==> src/rtl/response_fault_injector.sv <==
// rtl/response_fault_injector.sv - one-cycle PSL response register with windowed response-code replacement (feature macro RESPONSE_INJECT_EN)
module response_fault_injector #(
  parameter  int NUM_WINDOWS = 4,
  parameter  int COUNT_WIDTH = 16,
  localparam int IDX_W       = (NUM_WINDOWS > 1) ? $clog2(NUM_WINDOWS) : 1
) (
  input  logic                   clock,
  input  logic                   rstn_in,
  input  logic                   enabled_in,
  input  logic                   clear_in,
  input  logic                   response_in_valid,
  input  logic [7:0]             response_in_tag,
  input  logic                   response_in_tagpar,
  input  logic [7:0]             response_in_response,
  input  logic [8:0]             response_in_credits,
  input  logic [1:0]             response_in_cache_state,
  input  logic [12:0]            response_in_cache_pos,
  output logic                   response_out_valid,
  output logic [7:0]             response_out_tag,
  output logic                   response_out_tagpar,
  output logic [7:0]             response_out_response,
  output logic [8:0]             response_out_credits,
  output logic [1:0]             response_out_cache_state,
  output logic [12:0]            response_out_cache_pos,
  input  logic                   cfg_valid,
  input  logic [IDX_W-1:0]       cfg_index,
  input  logic [1:0]             cfg_mode,
  input  logic [COUNT_WIDTH-1:0] cfg_start,
  input  logic [COUNT_WIDTH-1:0] cfg_end,
  input  logic [7:0]             cfg_code,
  output logic                   injected_out,
  output logic [COUNT_WIDTH-1:0] response_count,
  output logic [31:0]            inject_count
);

  logic        r_valid;
  logic [7:0]  r_tag;
  logic        r_tagpar;
  logic [7:0]  r_response;
  logic [8:0]  r_credits;
  logic [1:0]  r_cache_state;
  logic [12:0] r_cache_pos;
  logic [7:0]  w_code_next;

  // Response register: every field is delayed one cycle, only the code may be substituted.
  always_ff @(posedge clock or negedge rstn_in) begin
    if (!rstn_in) begin
      r_valid       <= 1'b0;
      r_tag         <= 8'h00;
      r_tagpar      <= 1'b0;
      r_response    <= 8'h00;
      r_credits     <= 9'h000;
      r_cache_state <= 2'b00;
      r_cache_pos   <= 13'h0000;
    end else begin
      r_valid       <= response_in_valid;
      r_tag         <= response_in_tag;
      r_tagpar      <= response_in_tagpar;
      r_response    <= w_code_next;
      r_credits     <= response_in_credits;
      r_cache_state <= response_in_cache_state;
      r_cache_pos   <= response_in_cache_pos;
    end
  end

  assign response_out_valid       = r_valid;
  assign response_out_tag         = r_tag;
  assign response_out_tagpar      = r_tagpar;
  assign response_out_response    = r_response;
  assign response_out_credits     = r_credits;
  assign response_out_cache_state = r_cache_state;
  assign response_out_cache_pos   = r_cache_pos;

`ifdef RESPONSE_INJECT_EN
  localparam logic [7:0] PAGED = 8'h0A;

  logic [1:0]             r_mode     [NUM_WINDOWS];
  logic [COUNT_WIDTH-1:0] r_start    [NUM_WINDOWS];
  logic [COUNT_WIDTH-1:0] r_end      [NUM_WINDOWS];
  logic [7:0]             r_win_code [NUM_WINDOWS];
  logic [COUNT_WIDTH-1:0] r_count;
  logic [31:0]            r_inject_count;
  logic                   r_injected;

  logic                   w_fire;
  logic [NUM_WINDOWS-1:0] w_match;
  logic                   w_hit;
  logic [7:0]             w_hit_code;
  logic                   w_replace;

  assign w_fire = response_in_valid & enabled_in;

  // Per-window comparison against the current index; uses the config held before any same-cycle write.
  always_comb begin
    w_match = '0;
    for (int w = 0; w < NUM_WINDOWS; w++) begin
      case (r_mode[w])
        2'b01:   w_match[w] = (r_count == r_start[w]);
        2'b10:   w_match[w] = (r_count >= r_start[w]) && (r_count <= r_end[w]);
        2'b11:   w_match[w] = (r_count >= r_start[w]) && (r_count <= r_end[w]) &&
                              (r_count[0] == r_start[w][0]);
        default: w_match[w] = 1'b0;
      endcase
    end
  end

  // Lowest-indexed matching window wins: scan downwards so the last assignment is the lowest.
  always_comb begin
    w_hit      = 1'b0;
    w_hit_code = 8'h00;
    for (int w = NUM_WINDOWS - 1; w >= 0; w--) begin
      if (w_match[w]) begin
        w_hit      = 1'b1;
        w_hit_code = r_win_code[w];
      end
    end
  end

  // A genuine PAGED is left alone so the AFU resume sequence is not broken.
  assign w_replace   = w_fire & w_hit & (response_in_response != PAGED);
  assign w_code_next = w_replace ? w_hit_code : response_in_response;

  // Window config storage; indices at or above NUM_WINDOWS match no slot and are dropped.
  always_ff @(posedge clock or negedge rstn_in) begin
    if (!rstn_in) begin
      for (int w = 0; w < NUM_WINDOWS; w++) begin
        r_mode[w]     <= 2'b00;
        r_start[w]    <= '0;
        r_end[w]      <= '0;
        r_win_code[w] <= 8'h00;
      end
    end else begin
      for (int w = 0; w < NUM_WINDOWS; w++) begin
        if (cfg_valid && (cfg_index == IDX_W'(w))) begin
          r_mode[w]     <= cfg_mode;
          r_start[w]    <= cfg_start;
          r_end[w]      <= cfg_end;
          r_win_code[w] <= cfg_code;
        end
      end
    end
  end

  // Response index and replacement statistics; clear wins over the increment of the same cycle.
  always_ff @(posedge clock or negedge rstn_in) begin
    if (!rstn_in) begin
      r_count        <= '0;
      r_inject_count <= 32'h0000_0000;
      r_injected     <= 1'b0;
    end else begin
      if (clear_in) begin
        r_count <= '0;
      end else if (w_fire && (r_count != '1)) begin
        r_count <= r_count + COUNT_WIDTH'(1);
      end
      if (w_replace && (r_inject_count != 32'hFFFF_FFFF)) begin
        r_inject_count <= r_inject_count + 32'd1;
      end
      r_injected <= w_replace;
    end
  end

  assign injected_out   = r_injected;
  assign response_count = r_count;
  assign inject_count   = r_inject_count;
`else
  logic w_unused_cfg;

  assign w_code_next    = response_in_response;
  assign w_unused_cfg   = ^{enabled_in, clear_in, cfg_valid, cfg_index, cfg_mode,
                            cfg_start, cfg_end, cfg_code};
  assign injected_out   = 1'b0;
  assign response_count = '0;
  assign inject_count   = 32'h0000_0000;
`endif

endmodule

==> config.mk <==
export PLATFORM = sky130hd
export DESIGN_NAME = response_fault_injector
export DESIGN_NICKNAME = d
export VERILOG_FILES = /design/src/rtl/response_fault_injector.sv
export SDC_FILE = /design/constraint.sdc
export NUM_CORES = 1
export LEC_CHECK = 0
export CORE_MARGIN = 2
export CORE_UTILIZATION = 23
export DETAILED_ROUTE_END_ITERATION = 8
export GPL_TIMING_DRIVEN = 0
export PLACE_DENSITY_LB_ADDON = 0.1
export SKIP_CTS_REPAIR_TIMING = 1
export SYNTH_ARGS = -nofsm -noshare
export SYNTH_HDL_FRONTEND = slang
export SYNTH_SLANG_ARGS = --single-unit
export TNS_END_PERCENT = 10
==> constraint.sdc <==
create_clock -name clock -period 0.8 [get_ports clock]
set_input_delay 0.08 -clock clock [delete_from_list [all_inputs] [get_ports clock]]
set_output_delay 0.08 -clock clock [all_outputs]
set_load 0.02 [all_outputs]
==> results.json <==
{
  "drt_iter0_markers": 12,
  "clock-sinks": 42,
  "synth_simple_gate_area_share_pct": 0,
  "clockRootBuffer": "clkbuf_8",
  "power_density_nw_per_um2": 1910,
  "cts_tree": "yes",
  "io_pins": 182,
  "tns_ns": -3.21,
  "dieArea_um2": 6830,
  "synth_area_um2": 1420,
  "vias": 935,
  "clk_pin_slew_ns": 0.07,
  "rows": 28,
  "nFillCells": 590,
  "grt_max_degree": 39,
  "syn_avg_cell_area_um2": 15.5,
  "grt_pass1_vias": 805,
  "muxShareOfSynthArea_pct": 0,
  "arrival_ns": 0.81,
  "max-cap-violations": 0,
  "hold_violations": 0,
  "cp-startpoint": "response_out_tag[1]",
  "core_area_um2": 5960,
  "firstDrtPassIters": 2,
  "cp.depth": 1,
  "min_path_type": "in -> async",
  "yosys_warnings": 0,
  "grt_pass1_wl_um": 4240,
  "syn_to_final_growth_pct": 79.7,
  "fp.dieH_um": 82.6,
  "routedWlPerCell_um": 10.3,
  "antenna_found_initial": 0,
  "critPathRequiredTime_ns": 0.72,
  "syn_inst": 92,
  "yosysSeqAreaShare_pct": 73.9,
  "wl_um": 3180,
  "ir_drop_mv": 0.648,
  "cts_max_path_buffers": 2,
  "final_max_slew_viol_count": 0,
  "ant_nets": 0,
  "post_drt_via_cell_ratio": 3.03,
  "period_share_pct": 111,
  "critPathKind": "reg -> out",
  "cts_buffers": 5,
  "drive_above_1_share_pct": 42.7,
  "grt-ovfl-total": 0,
  "cpMaxStageDelayCell": "dfrtp_1",
  "violations": "setup timing",
  "fmax_mhz": 1120,
  "nets": 325,
  "start_util_pct": 23.9,
  "crit_fanout": 1,
  "period_needed_ns": 0.889,
  "synth_fa_ha_area_share_pct": 0,
  "cp-end-kind": "output pin",
  "place_congestion": 0.644,
  "drc": 0,
  "chipWidth_um": 82.6,
  "synth_top_family_by_area": "buffers and inverters",
  "post-route-util_pct": 42.9,
  "track_usage_pct": 8.80,
  "synth.distinct_cells": 3,
  "htreeDepth": 2,
  "synth-compound-area-share_pct": 0,
  "crit_family": "flip-flops",
  "rsz0062_at_grt": "true",
  "fin_ws_ns": -0.0890,
  "crit_path_end": "response_out_tag[1]",
  "setup_violations": 42,
  "worstPathBufferInverterCount": 1,
  "cellLeakagePower_nw": 1.35,
  "worst_setup_path_start_kind": "flip-flop",
  "status": "finished, violations left",
  "antenna_cells": 0,
  "ys_ff_latch": 42,
  "p_total_mw": 4.88,
  "io_buffers": 85,
  "crit_chain": "buf_6",
  "critPathMaxStageDelay_ns": 0.39,
  "synth-xor-area-share_pct": 0
}
-- per-stage QoR --
| step | instances | instance area [um^2] | hold WS, ns | setup WS (ns) |
|---|---|---|---|---|
| final | 309 | 2560 | 0.140 | -0.0890 |
| after global routing | 309 | 2560 | 0.157 | -0.132 |
| after CTS | 308 | 2680 | -0.409 | -0.540 |
| after detailed placement | 301 | 2560 | -0.0903 | -0.211 |
| after global placement | 300 | 2550 | 0.524 | -1.54 |
| after floorplan | 140 | 1600 | -0.216 | 0.304 |
-- sequential cells by signal, summed over array words and instances (netlist names) --
| name | cells |
|---|---|
| response_out_tag | 8 |
| response_out_cache_pos | 13 |
| response_out_cache_state | 2 |
| response_out_credits | 9 |
| response_out_response | 8 |
| response_out_tagpar | 1 |
| response_out_valid | 1 |
-- cell type report --
class	instances	area (um^2)	share of cell area (%)
Clock buffer	6	82.6	3.23
Buffer	49	368	14.4
Tap cell	75	93.8	3.67
Timing Repair Buffer	87	747	29.2
Clock inverter	1	30.0	1.17
Multi-Input combinational cell	49	184	7.20
Sequential cell	42	1050	41.1
-- cell usage after synthesis --
master	instances	area share, %
buf_4	49	26
dfrtp_1	42	74
conb_1	1	0.26
-- cell usage in the layout (no fill, tap or decap), drive strengths merged --
cell            n
clkdlybuf4s50  42
dfrtp          42
dlygate4sd3     1
bufinv          1
conb           49
clkbuf         11
buf            88
-- logic make-up after synthesis --
kind of cell  after synthesis
buf+inv                    49
flops                      42
other cells                 1
-- report_power, final --
group	switching [mW]	leakage, nW	internal (mW)	total [mW]
logic	0.490	0.802	0.463	0.953
registers	0.0306	0.489	2.23	2.26
clock network	0.674	0.0573	0.998	1.67
-- how the worst min path moves through the flow --
stage,depth (start not counted),from,end
final,2,rstn_in,response_out_credits[4]
after global routing,2,rstn_in,response_out_credits[4]
after CTS,1,rstn_in,response_out_credits[4]
after detailed placement,1,rstn_in,response_out_credits[4]
after global placement,1,response_in_tag[2],response_out_tag[2]
after floorplan,0,rstn_in,response_out_cache_pos[0]
-- layer usage --
metal	GRT usage [%]	up-vias	part of all wire [%]
met5	0	-	0
met2	14.8	74	51
met4	4.92	0	2.1
met1	9.02	396	32
met3	4.02	6	15
li1	-	459	-
(Power assumes the default switching activity.)
